<file path="src/rtl/frp_rx_decoder_if.sv">
// Symbol-in / word-out bundle of the FRP receive decoder: line-side symbol strobe,
// core-side valid/ready word handshake, status flags and statistics.
interface frp_rx_decoder_if #(
  parameter int CNT_W = 16
);
  logic             Rx_Sym_Valid;
  logic             Rx_Sof;
  logic             Rx_Flip;
  logic             Rx_Rotation;
  logic             Rx_Polarity;
  logic [15:0]      Rx_Data;
  logic             Rx_Data_Valid;
  logic             Rx_Data_Ready;
  logic             Rx_Err;
  logic             Rx_Overrun;
  logic             Rx_Resync;
  logic [CNT_W-1:0] Frame_Cnt;
  logic [CNT_W-1:0] Err_Cnt;
  logic             Clr_Stats;

  modport master (
    output Rx_Sym_Valid, Rx_Sof, Rx_Flip, Rx_Rotation, Rx_Polarity,
    output Rx_Data_Ready, Clr_Stats,
    input  Rx_Data, Rx_Data_Valid, Rx_Err, Rx_Overrun, Rx_Resync,
    input  Frame_Cnt, Err_Cnt
  );

  modport slave (
    input  Rx_Sym_Valid, Rx_Sof, Rx_Flip, Rx_Rotation, Rx_Polarity,
    input  Rx_Data_Ready, Clr_Stats,
    output Rx_Data, Rx_Data_Valid, Rx_Err, Rx_Overrun, Rx_Resync,
    output Frame_Cnt, Err_Cnt
  );
endinterface

</file>
<file path="src/rtl/frp_rx_decoder.sv">
// FRP receive decoder: assembles 7-symbol Flip/Rotation/Polarity frames, checks the
// redundancy bits and hands the 16-bit word to the core through a 1-deep buffer.
module frp_rx_decoder #(
  parameter int ERR_DROP = 0,
  parameter int CNT_W    = 16
) (
  input logic             clk,
  input logic             rst_n,
  frp_rx_decoder_if.slave bus
);

  localparam logic [0:0] HUNT    = 1'b0;
  localparam logic [0:0] COLLECT = 1'b1;

  function automatic logic [15:0] frame_data(input logic [6:0] f,
                                             input logic [6:0] r,
                                             input logic [6:0] p);
    logic [15:0] d;
    d = '0;
    for (int k = 0; k < 7; k++) begin
      d[2*k+1] = r[k];
      d[2*k]   = p[k];
    end
    d[15:14] = {f[6], f[5]};
    return d;
  endfunction

  function automatic logic frame_err(input logic [6:0] f, input logic [15:0] d);
    return (f[4] != ^d) || (f[3:0] != (d[13:10] ^ d[3:0]));
  endfunction

  logic [0:0]       state_p0;
  logic [2:0]       idx_p0;
  logic [6:0]       f_p0;
  logic [6:0]       r_p0;
  logic [6:0]       p_p0;

  logic [15:0]      data_p1;
  logic             vld_p1;
  logic             err_p1;
  logic             ovr_p1;
  logic             resync_p1;
  logic [CNT_W-1:0] frame_cnt_p1;
  logic [CNT_W-1:0] err_cnt_p1;

  logic             sym_acc;
  logic             resync_hit;
  logic             done;
  logic [2:0]       wr_idx;
  logic [6:0]       f_cur;
  logic [6:0]       r_cur;
  logic [6:0]       p_cur;
  logic [15:0]      word_c;
  logic             err_c;
  logic             take;
  logic             room;
  logic             keep;
  logic             load;
  logic             ovr_set;

  always_comb begin
    sym_acc    = bus.Rx_Sym_Valid && ((state_p0 == COLLECT) || bus.Rx_Sof);
    resync_hit = bus.Rx_Sym_Valid && bus.Rx_Sof && (state_p0 == COLLECT);
    done       = bus.Rx_Sym_Valid && !bus.Rx_Sof && (state_p0 == COLLECT) &&
                 (idx_p0 == 3'd6);
    wr_idx     = bus.Rx_Sof ? 3'd0 : idx_p0;
    // The completing symbol is spliced in combinationally so the word loads on its edge.
    f_cur      = {bus.Rx_Flip,     f_p0[5:0]};
    r_cur      = {bus.Rx_Rotation, r_p0[5:0]};
    p_cur      = {bus.Rx_Polarity, p_p0[5:0]};
    word_c     = frame_data(f_cur, r_cur, p_cur);
    err_c      = frame_err(f_cur, word_c);
    take       = vld_p1 && bus.Rx_Data_Ready;
    room       = !vld_p1 || bus.Rx_Data_Ready;
    keep       = (ERR_DROP == 0) || !err_c;
    load       = done && room && keep;
    ovr_set    = done && !room;
  end

  // Stage p0: frame assembly (symbol store carries no reset; it is only read once full)
  always_ff @(posedge clk or negedge rst_n) begin
    if (!rst_n) begin
      state_p0 <= HUNT;
      idx_p0   <= 3'd0;
    end else if (sym_acc) begin
      if (bus.Rx_Sof) begin
        state_p0 <= COLLECT;
        idx_p0   <= 3'd1;
      end else if (idx_p0 == 3'd6) begin
        state_p0 <= HUNT;
        idx_p0   <= 3'd0;
      end else begin
        idx_p0 <= idx_p0 + 3'd1;
      end
    end
  end

  always_ff @(posedge clk) begin
    if (sym_acc) begin
      f_p0[wr_idx] <= bus.Rx_Flip;
      r_p0[wr_idx] <= bus.Rx_Rotation;
      p_p0[wr_idx] <= bus.Rx_Polarity;
    end
  end

  // Stage p1: output buffer, status flags and statistics
  always_ff @(posedge clk or negedge rst_n) begin
    if (!rst_n) begin
      data_p1      <= 16'd0;
      vld_p1       <= 1'b0;
      err_p1       <= 1'b0;
      ovr_p1       <= 1'b0;
      resync_p1    <= 1'b0;
      frame_cnt_p1 <= '0;
      err_cnt_p1   <= '0;
    end else begin
      if (load) begin
        data_p1 <= word_c;
        err_p1  <= err_c;
      end
      vld_p1    <= load || (vld_p1 && !take);
      resync_p1 <= resync_hit;
      ovr_p1    <= bus.Clr_Stats ? 1'b0 : (ovr_p1 || ovr_set);
      if (bus.Clr_Stats) begin
        frame_cnt_p1 <= '0;
        err_cnt_p1   <= '0;
      end else begin
        if (done)          frame_cnt_p1 <= frame_cnt_p1 + CNT_W'(1);
        if (done && err_c) err_cnt_p1   <= err_cnt_p1 + CNT_W'(1);
      end
    end
  end

  assign bus.Rx_Data       = data_p1;
  assign bus.Rx_Data_Valid = vld_p1;
  assign bus.Rx_Err        = err_p1;
  assign bus.Rx_Overrun    = ovr_p1;
  assign bus.Rx_Resync     = resync_p1;
  assign bus.Frame_Cnt     = frame_cnt_p1;
  assign bus.Err_Cnt       = err_cnt_p1;

endmodule

</file>
<file path="src/flat_wrapper.sv">
// flat-port wrapper written by rule: the top's interface ports become plain ports
module frp_rx_decoder_flat 
#(
  parameter int ERR_DROP = 0,
  parameter int CNT_W    = 16
)
  (clk, rst_n, bus_Rx_Sym_Valid, bus_Rx_Sof, bus_Rx_Flip, bus_Rx_Rotation, bus_Rx_Polarity, bus_Rx_Data_Ready, bus_Clr_Stats, bus_Rx_Data, bus_Rx_Data_Valid, bus_Rx_Err, bus_Rx_Overrun, bus_Rx_Resync, bus_Frame_Cnt, bus_Err_Cnt);
  frp_rx_decoder_if #(.CNT_W(CNT_W)) bus_i ();
  input logic clk;
  input logic rst_n;
  input wire logic [$bits(bus_i.Rx_Sym_Valid)-1:0] bus_Rx_Sym_Valid;
  input wire logic [$bits(bus_i.Rx_Sof)-1:0] bus_Rx_Sof;
  input wire logic [$bits(bus_i.Rx_Flip)-1:0] bus_Rx_Flip;
  input wire logic [$bits(bus_i.Rx_Rotation)-1:0] bus_Rx_Rotation;
  input wire logic [$bits(bus_i.Rx_Polarity)-1:0] bus_Rx_Polarity;
  input wire logic [$bits(bus_i.Rx_Data_Ready)-1:0] bus_Rx_Data_Ready;
  input wire logic [$bits(bus_i.Clr_Stats)-1:0] bus_Clr_Stats;
  output wire logic [$bits(bus_i.Rx_Data)-1:0] bus_Rx_Data;
  output wire logic [$bits(bus_i.Rx_Data_Valid)-1:0] bus_Rx_Data_Valid;
  output wire logic [$bits(bus_i.Rx_Err)-1:0] bus_Rx_Err;
  output wire logic [$bits(bus_i.Rx_Overrun)-1:0] bus_Rx_Overrun;
  output wire logic [$bits(bus_i.Rx_Resync)-1:0] bus_Rx_Resync;
  output wire logic [$bits(bus_i.Frame_Cnt)-1:0] bus_Frame_Cnt;
  output wire logic [$bits(bus_i.Err_Cnt)-1:0] bus_Err_Cnt;
  assign bus_i.Rx_Sym_Valid = bus_Rx_Sym_Valid;
  assign bus_i.Rx_Sof = bus_Rx_Sof;
  assign bus_i.Rx_Flip = bus_Rx_Flip;
  assign bus_i.Rx_Rotation = bus_Rx_Rotation;
  assign bus_i.Rx_Polarity = bus_Rx_Polarity;
  assign bus_i.Rx_Data_Ready = bus_Rx_Data_Ready;
  assign bus_i.Clr_Stats = bus_Clr_Stats;
  assign bus_Rx_Data = bus_i.Rx_Data;
  assign bus_Rx_Data_Valid = bus_i.Rx_Data_Valid;
  assign bus_Rx_Err = bus_i.Rx_Err;
  assign bus_Rx_Overrun = bus_i.Rx_Overrun;
  assign bus_Rx_Resync = bus_i.Rx_Resync;
  assign bus_Frame_Cnt = bus_i.Frame_Cnt;
  assign bus_Err_Cnt = bus_i.Err_Cnt;
  frp_rx_decoder #(.ERR_DROP(ERR_DROP), .CNT_W(CNT_W)) u_core (.clk(clk), .rst_n(rst_n), .bus(bus_i));
endmodule
</file>
<file path="config.mk">
export PLATFORM = sky130hd
export DESIGN_NAME = frp_rx_decoder_flat
export DESIGN_NICKNAME = d
export VERILOG_FILES = /design/src/rtl/frp_rx_decoder_if.sv /design/src/rtl/frp_rx_decoder.sv /design/src/flat_wrapper.sv
export SDC_FILE = /design/constraint.sdc
export NUM_CORES = 1
export LEC_CHECK = 0
export ABC_AREA = 1
export CAP_MARGIN = 20
export CORE_ASPECT_RATIO = 1.5
export CORE_UTILIZATION = 65
export DETAILED_ROUTE_END_ITERATION = 10
export DONT_BUFFER_PORTS = 1
export GPL_TIMING_DRIVEN = 0
export PLACE_DENSITY = 0.91
export SETUP_SLACK_MARGIN = 0.4
export SYNTH_ARGS = -nofsm -noshare
export SYNTH_HDL_FRONTEND = slang
export SYNTH_SLANG_ARGS = --single-unit
</file>
<file path="constraint.sdc">
create_clock -name clk -period 2.94 [get_ports clk]
set_clock_uncertainty 0.15 [all_clocks]
set_input_delay 0.294 -clock clk [delete_from_list [all_inputs] [get_ports clk]]
set_output_delay 0.294 -clock clk [all_outputs]
set_load 0.03 [all_outputs]
</file>
=== Yosys cells after proc, flatten, opt, wreduce, memory -nomap -nowiden ===
Index checks and enable logic that the tools add are counted.

* Bits in registers: 77
* Bits in latches: 0
* Bits in writable memories: 0
* Memory bits (read-only): 0
* Input bits: 9
* Output and inout bits: 52
* Word-level logic and storage cells: 62
* Memories kept: 0

* Add/subtract/negate cells: 3
* Multipliers: 0
* Divide/modulo/power cells: 0
* Order comparisons: 2
* Equal/unequal tests: 3
* Shift operators: 0
* Multiplexer cells: 15
* Bitwise logic cells: 1
* Reduce and logical (&&, ||, !) cells: 26

{| class="wikitable"
|+ Operator list
! kind !! count
|-
| 16-bit two-way mux || 4
|-
| 16-bit by 1-bit adder with 16-bit output (second input constant) || 2
|-
| 7-bit bitwise mux || 3
|-
| 16-bit parity || 1
|-
| 1-bit logical AND || 12
|-
| 3-bit two-way mux || 3
|-
| 2-bit nonzero test || 3
|-
| 1-bit logical OR || 5
|-
| 1-bit logical NOT || 4
|-
| 3-bit by 4-bit < comparator with 1-bit output (second input constant) || 1
|-
| 1-bit two-way mux || 4
|-
| 4-bit != test || 1
|-
| 4-bit bitwise XOR || 1
|-
| 3-bit by 1-bit adder with 3-bit output (second input constant) || 1
|-
| 1-bit demux with 3-bit select || 1
|-
| 3-bit equality test (second input constant) || 1
|-
| 3-bit by 1-bit >= comparator with 1-bit output (second input constant) || 1
|-
| 2-bit AND reduction || 1
|-
| 1-bit != test || 1
|}

=== Depth between registers and ports, before layout ===
* Depth in word-level cells: 7
* Depth in mapped cells: 14
* Gate-level depth less buffers: 13

=== Worst setup path after synthesis ===
Ideal clock, no wire load.

* Path kind: register to register
* From: register u_core.err_cnt_p1[1] (netlist: u_core.bus.Err_Cnt[1])
* To: register u_core.err_cnt_p1[10] (netlist: u_core.bus.Err_Cnt[10])
* Library setup time: 66 ps
* Arrival: 1,721 ps
* Data required time: 2,724 ps
* Setup slack: 1,002 ps
* Stages on the path, launching flop included: 11
* Path buffers: 0
* Period minus slack after synthesis: 1,938 ps
* Path through: dfrtp_1 ha_1 nand2_1 nor2_1 nand3_1 nor2_1 nand2_1 xor2_1 inv_1 nand4_1 nand2_1

* Longest elaborated chain between the ends: 3

{| class="wikitable"
|+ Ends and longest elaborated chain
! element !! RTL line !! RTL
|-
| start: declaration || frp_rx_decoder.sv:44 || <nowiki>logic [CNT_W-1:0] err_cnt_p1;</nowiki>
|-
| start signal: assignment || frp_rx_decoder.sv:129 || <nowiki>if (done && err_c) err_cnt_p1 <= err_cnt_p1 + CNT_W'(1);</nowiki>
|-
| 16-bit by 1-bit adder with 16-bit output || frp_rx_decoder.sv:129 ||
|-
| 16-bit two-way mux || frp_rx_decoder.sv:129 ||
|-
| 16-bit two-way mux || frp_rx_decoder.sv:124 || <nowiki>if (bus.Clr_Stats) begin</nowiki>
|}

Every way passes these cells. The select of a mux whose other input is x is not followed.
A chain may end at the register's enable or synchronous reset.

=== Worst setup path in the final report ===
Same ends and word-level chain as after synthesis.

==> flow_metrics.py <==
metrics = {
    "floorplanning": {
        "die-area_mm2": 0.00614,
        "start_util": 0.684,
        "fp-row-count": 33,
        "io_pins": 61,
        "core_mm2": 0.00553,
        "die_x_um": 64.3,
        "die_height_um": 95.5,
    },
    "critical_path": {
        "startpoint_type": "register",
        "path_max_fanout": 4,
        "crit_cells": 10,
        "startpoint": "u_core.bus.Err_Cnt[1]",
        "endpoint": "u_core.bus.Err_Cnt[10]",
        "cp_num_buf_inv": 1,
        "cp_cell_sequence": "ha_1 > nand2_1 > nor2_1 > nand3_1 > nor2_1 > nand2_1 > xor2_1 > inv_1 > nand4_1 > nand2_1",
        "crit_family": "simple AND/OR/NAND/NOR gates",
        "rr_endpoint": "u_core.bus.Err_Cnt[10]",
        "crit_top_cell": "nand2_1",
        "reg2regPathDepth": 10,
        "rrSetupSlack_ns": 0.70,
        "slowest_stage": "dfrtp_1",
        "crit_required_ns": 3.08,
        "cp-end-kind": "register",
        "path_class": "register to register",
        "rr_startpoint": "u_core.bus.Err_Cnt[1]",
        "max_stage_delay_ns": 0.58,
        "crit_arrival_ns": 2.38,
    },
    "pwr": {
        "p_switching_mw": 0.903,
        "power_density_mw_per_mm2": 645,
        "pwr-share-comb": 0.120,
        "p_total_mw": 2.70,
        "p_seq_frac": 0.562,
        "p_int_mw": 1.80,
        "swShare": 0.334,
        "leakage_nw": 2.08,
        "peakVddDrop_mv": 0.462,
        "clkPwrFrac": 0.318,
    },
    "route": {
        "ant_nets": 0,
        "top_layer": "met4",
        "drt-total-wl_mm": 8.09,
        "wire_per_inst_um": 14.6,
        "post-route-drc-count": 0,
        "vias_per_cell": 5.61,
        "wl_met3_um": 444,
        "route.vias.total": 3105,
        "routed-wl-met2_mm": 4.43,
        "drt-met1-wl_mm": 3.04,
        "drtIter0Drc": 201,
        "drtPass1Iterations": 5,
    },
    "yosys": {
        "ys_async_sr_fraction": 0.757,
        "ys_ff_latch": 74,
        "ys_seq_area_frac": 0.513,
        "synthCells": 459,
        "synth-edff-count": 18,
        "synth_fp_nets": 470,
        "synth-main-ff-cell": "dfrtp_1",
        "synth.avg_cell_area_um2": 8.25,
        "yosysWarnings": 0,
        "syn-cell-area_mm2": 0.00379,
        "synth.distinct_cells": 34,
    },
    "clocking": {
        "clock_tree.root_cell": "clkbuf_8",
        "cts_tree": "done",
        "cts_sinks": 74,
        "ctsResizeCount": 0,
        "clock_path_buffers": 2,
        "htree_levels": 3,
        "worstSkewPairLatency_ns": 0.35,
        "cts.clk_slew.worst_paths_ns": 0.08,
        "cts_buffers": 9,
    },
    "sta": {
        "hold_slack_ns": 0.00696,
        "rsz0062_at_grt": "no",
        "max_slew_margin": 0.675,
        "worst_slew_pin_slew_ns": 0.488,
        "clock.fmax_mhz": 446,
        "fin_tns_setup_ns": 0,
        "period_needed_ns": 2.24,
        "final_min_period_over_clock_period": 0.762,
        "drv_slew": 0,
        "setup_viol_count_final": 0,
        "finalHoldViolCount": 0,
    },
    "placed_design": {
        "place.gp.congestion": 0.908,
        "io_buffers": 0,
        "hpwl_mm": 5.80,
    },
    "cells_and_area": {
        "postLayoutCoreUtil": 0.758,
        "diodes": 0,
        "drive_gt1_frac": 0.0766,
        "fillers": 412,
        "area_growth_pct": 10.8,
        "finalNetCount": 489,
    },
    "global_routing": {
        "grt_max_degree": 57,
        "antenna_found_initial": 0,
        "grt_pass1_vias": 3065,
        "grtUsageTotal": 0.289,
        "grt_pass1_wl_mm": 13.4,
        "grt_overflow": 0,
    },
    "hold_path": {
        "hp-class": "input pin to register",
    },
    "run": {
        "maxCapViolations": 0,
    },
    "outcome": {
        "status": "completed",
    },
}
## per-layer routing
metal  global-route usage  vias to the layer above
met5                    0                        -
met4                0.165                        0
met3               0.0598                       16
met2                0.546                      103
met1                0.289                     1461
li1                     -                     1525
## area by class of cell
cell class / instances / area, µm² / share of cell area
clock inverter: 3 / 43.8 / 0.0104
inverter: 58 / 219 / 0.0522
buffer: 11 / 52.6 / 0.0125
tap: 70 / 87.6 / 0.0209
clock buffer: 13 / 180 / 0.0429
multi-input combinational: 316 / 1570 / 0.375
sequential: 74 / 1940 / 0.463
timing repair buffer: 8 / 97.6 / 0.0233
## Yosys cell counts, drive strengths merged (2+ instances only)
master | instances | share of area
a211oi | 2 | 0.0040
a21oi | 11 | 0.015
buf | 4 | 0.0069
clkbuf | 7 | 0.0069
clkinv | 2 | 0.0023
dfrtp | 56 | 0.37
edfxtp | 18 | 0.14
ha | 2 | 0.0066
inv | 56 | 0.056
nand2 | 148 | 0.15
nand3 | 37 | 0.050
nand4 | 18 | 0.030
nor2 | 33 | 0.039
nor3 | 10 | 0.018
o21ai | 25 | 0.033
xnor2 | 9 | 0.021
xor2 | 14 | 0.032
## placed cells by master (no fill, tap or decap), types with 2 or more instances in the layout
cell / count
xnor2_1: 9
nor2_2: 3
xor2_1: 14
clkinv_2: 2
clkbuf_8: 11
nand3_1: 36
ha_1: 2
edfxtp_1: 18
dlygate4sd3_1: 7
nand2_4: 2
nor2_4: 2
nand2_2: 4
nor2_1: 28
nand2_1: 142
buf_2: 3
clkbuf_1: 8
a211oi_1: 2
nand4_1: 18
nor3_1: 8
inv_1: 55
a21oi_1: 11
o21ai_0: 25
dfrtp_1: 56
## power groups by stage
stage          combinational [mW]  clock, mW  sequential, mW
2_1_floorplan               0.232          0            1.52
3_3_place_gp                0.267          0            1.53
3_5_place_dp                0.289          0            1.54
4_1_cts                     0.322      0.865            1.52
5_1_grt                     0.372      0.900            1.54
6_report                    0.324      0.860            1.52
## per-stage QoR
stage | worst slack, ns | instance area [µm²] | std cells
after detailed placement | 0.742 | 3870 | 529
after CTS | 0.699 | 4200 | 553
after floorplan | 1.00 | 3790 | 459
final | 0.700 | 4200 | 553
after global placement | 0.772 | 3870 | 529
after global routing | 0.557 | 4200 | 553
## what timing repair did
| action | in CTS | in global routing |
|---|---|---|
| buffers inserted | 0 | 0 |
| endpoints found under the hold margin | 81 | 0 |
| hold buffers | 8 | 0 |
## worst register-to-register path: stages (launching register included)
cell,delay [ns]
dfrtp_1,0.58
ha_1,0.26
nand2_1,0.06
nor2_1,0.22
nand3_1,0.19
nor2_1,0.21
nand2_1,0.09
xor2_1,0.15
inv_1,0.08
nand4_1,0.10
nand2_1,0.10
## state kept, by name, indices dropped and copies added (netlist names), 3 cells and up
signal / count
u_core.bus.Err_Cnt: 16
u_core.bus.Frame_Cnt: 16
u_core.bus.Rx_Data: 16
u_core.f_p0: 6
u_core.p_p0: 6
u_core.r_p0: 6
u_core.idx_p0: 3
## logic make-up (layout without fill, tap and decap cells)
| group | Yosys count | count (layout) | share of synthesized area |
|---|---|---|---|
| xor gates and xnor gates | 23 | 23 | 0.0532 |
| DFF | 74 | 74 | 0.513 |
| adders and majority gates | 2 | 2 | 0.00661 |
| and+or+nand+nor | 248 | 248 | 0.293 |
| buffers and inverters | 69 | 93 | 0.0717 |
| AOI/OAI and AO/OA | 43 | 43 | 0.0628 |
## worst min-delay path by stage
stage                     cells after the start               endpoint       start
after floorplan                               0  u_core.bus.Err_Cnt[0]       rst_n
after global placement                        0  u_core.bus.Rx_Data[4]       rst_n
after detailed placement                      0  u_core.bus.Rx_Data[6]       rst_n
after CTS                                     2       u_core.idx_p0[0]  bus_Rx_Sof
after global routing                          2       u_core.idx_p0[0]  bus_Rx_Sof
final                                         2       u_core.idx_p0[1]  bus_Rx_Sof
Note: power is estimated with default switching activity, not from simulation.
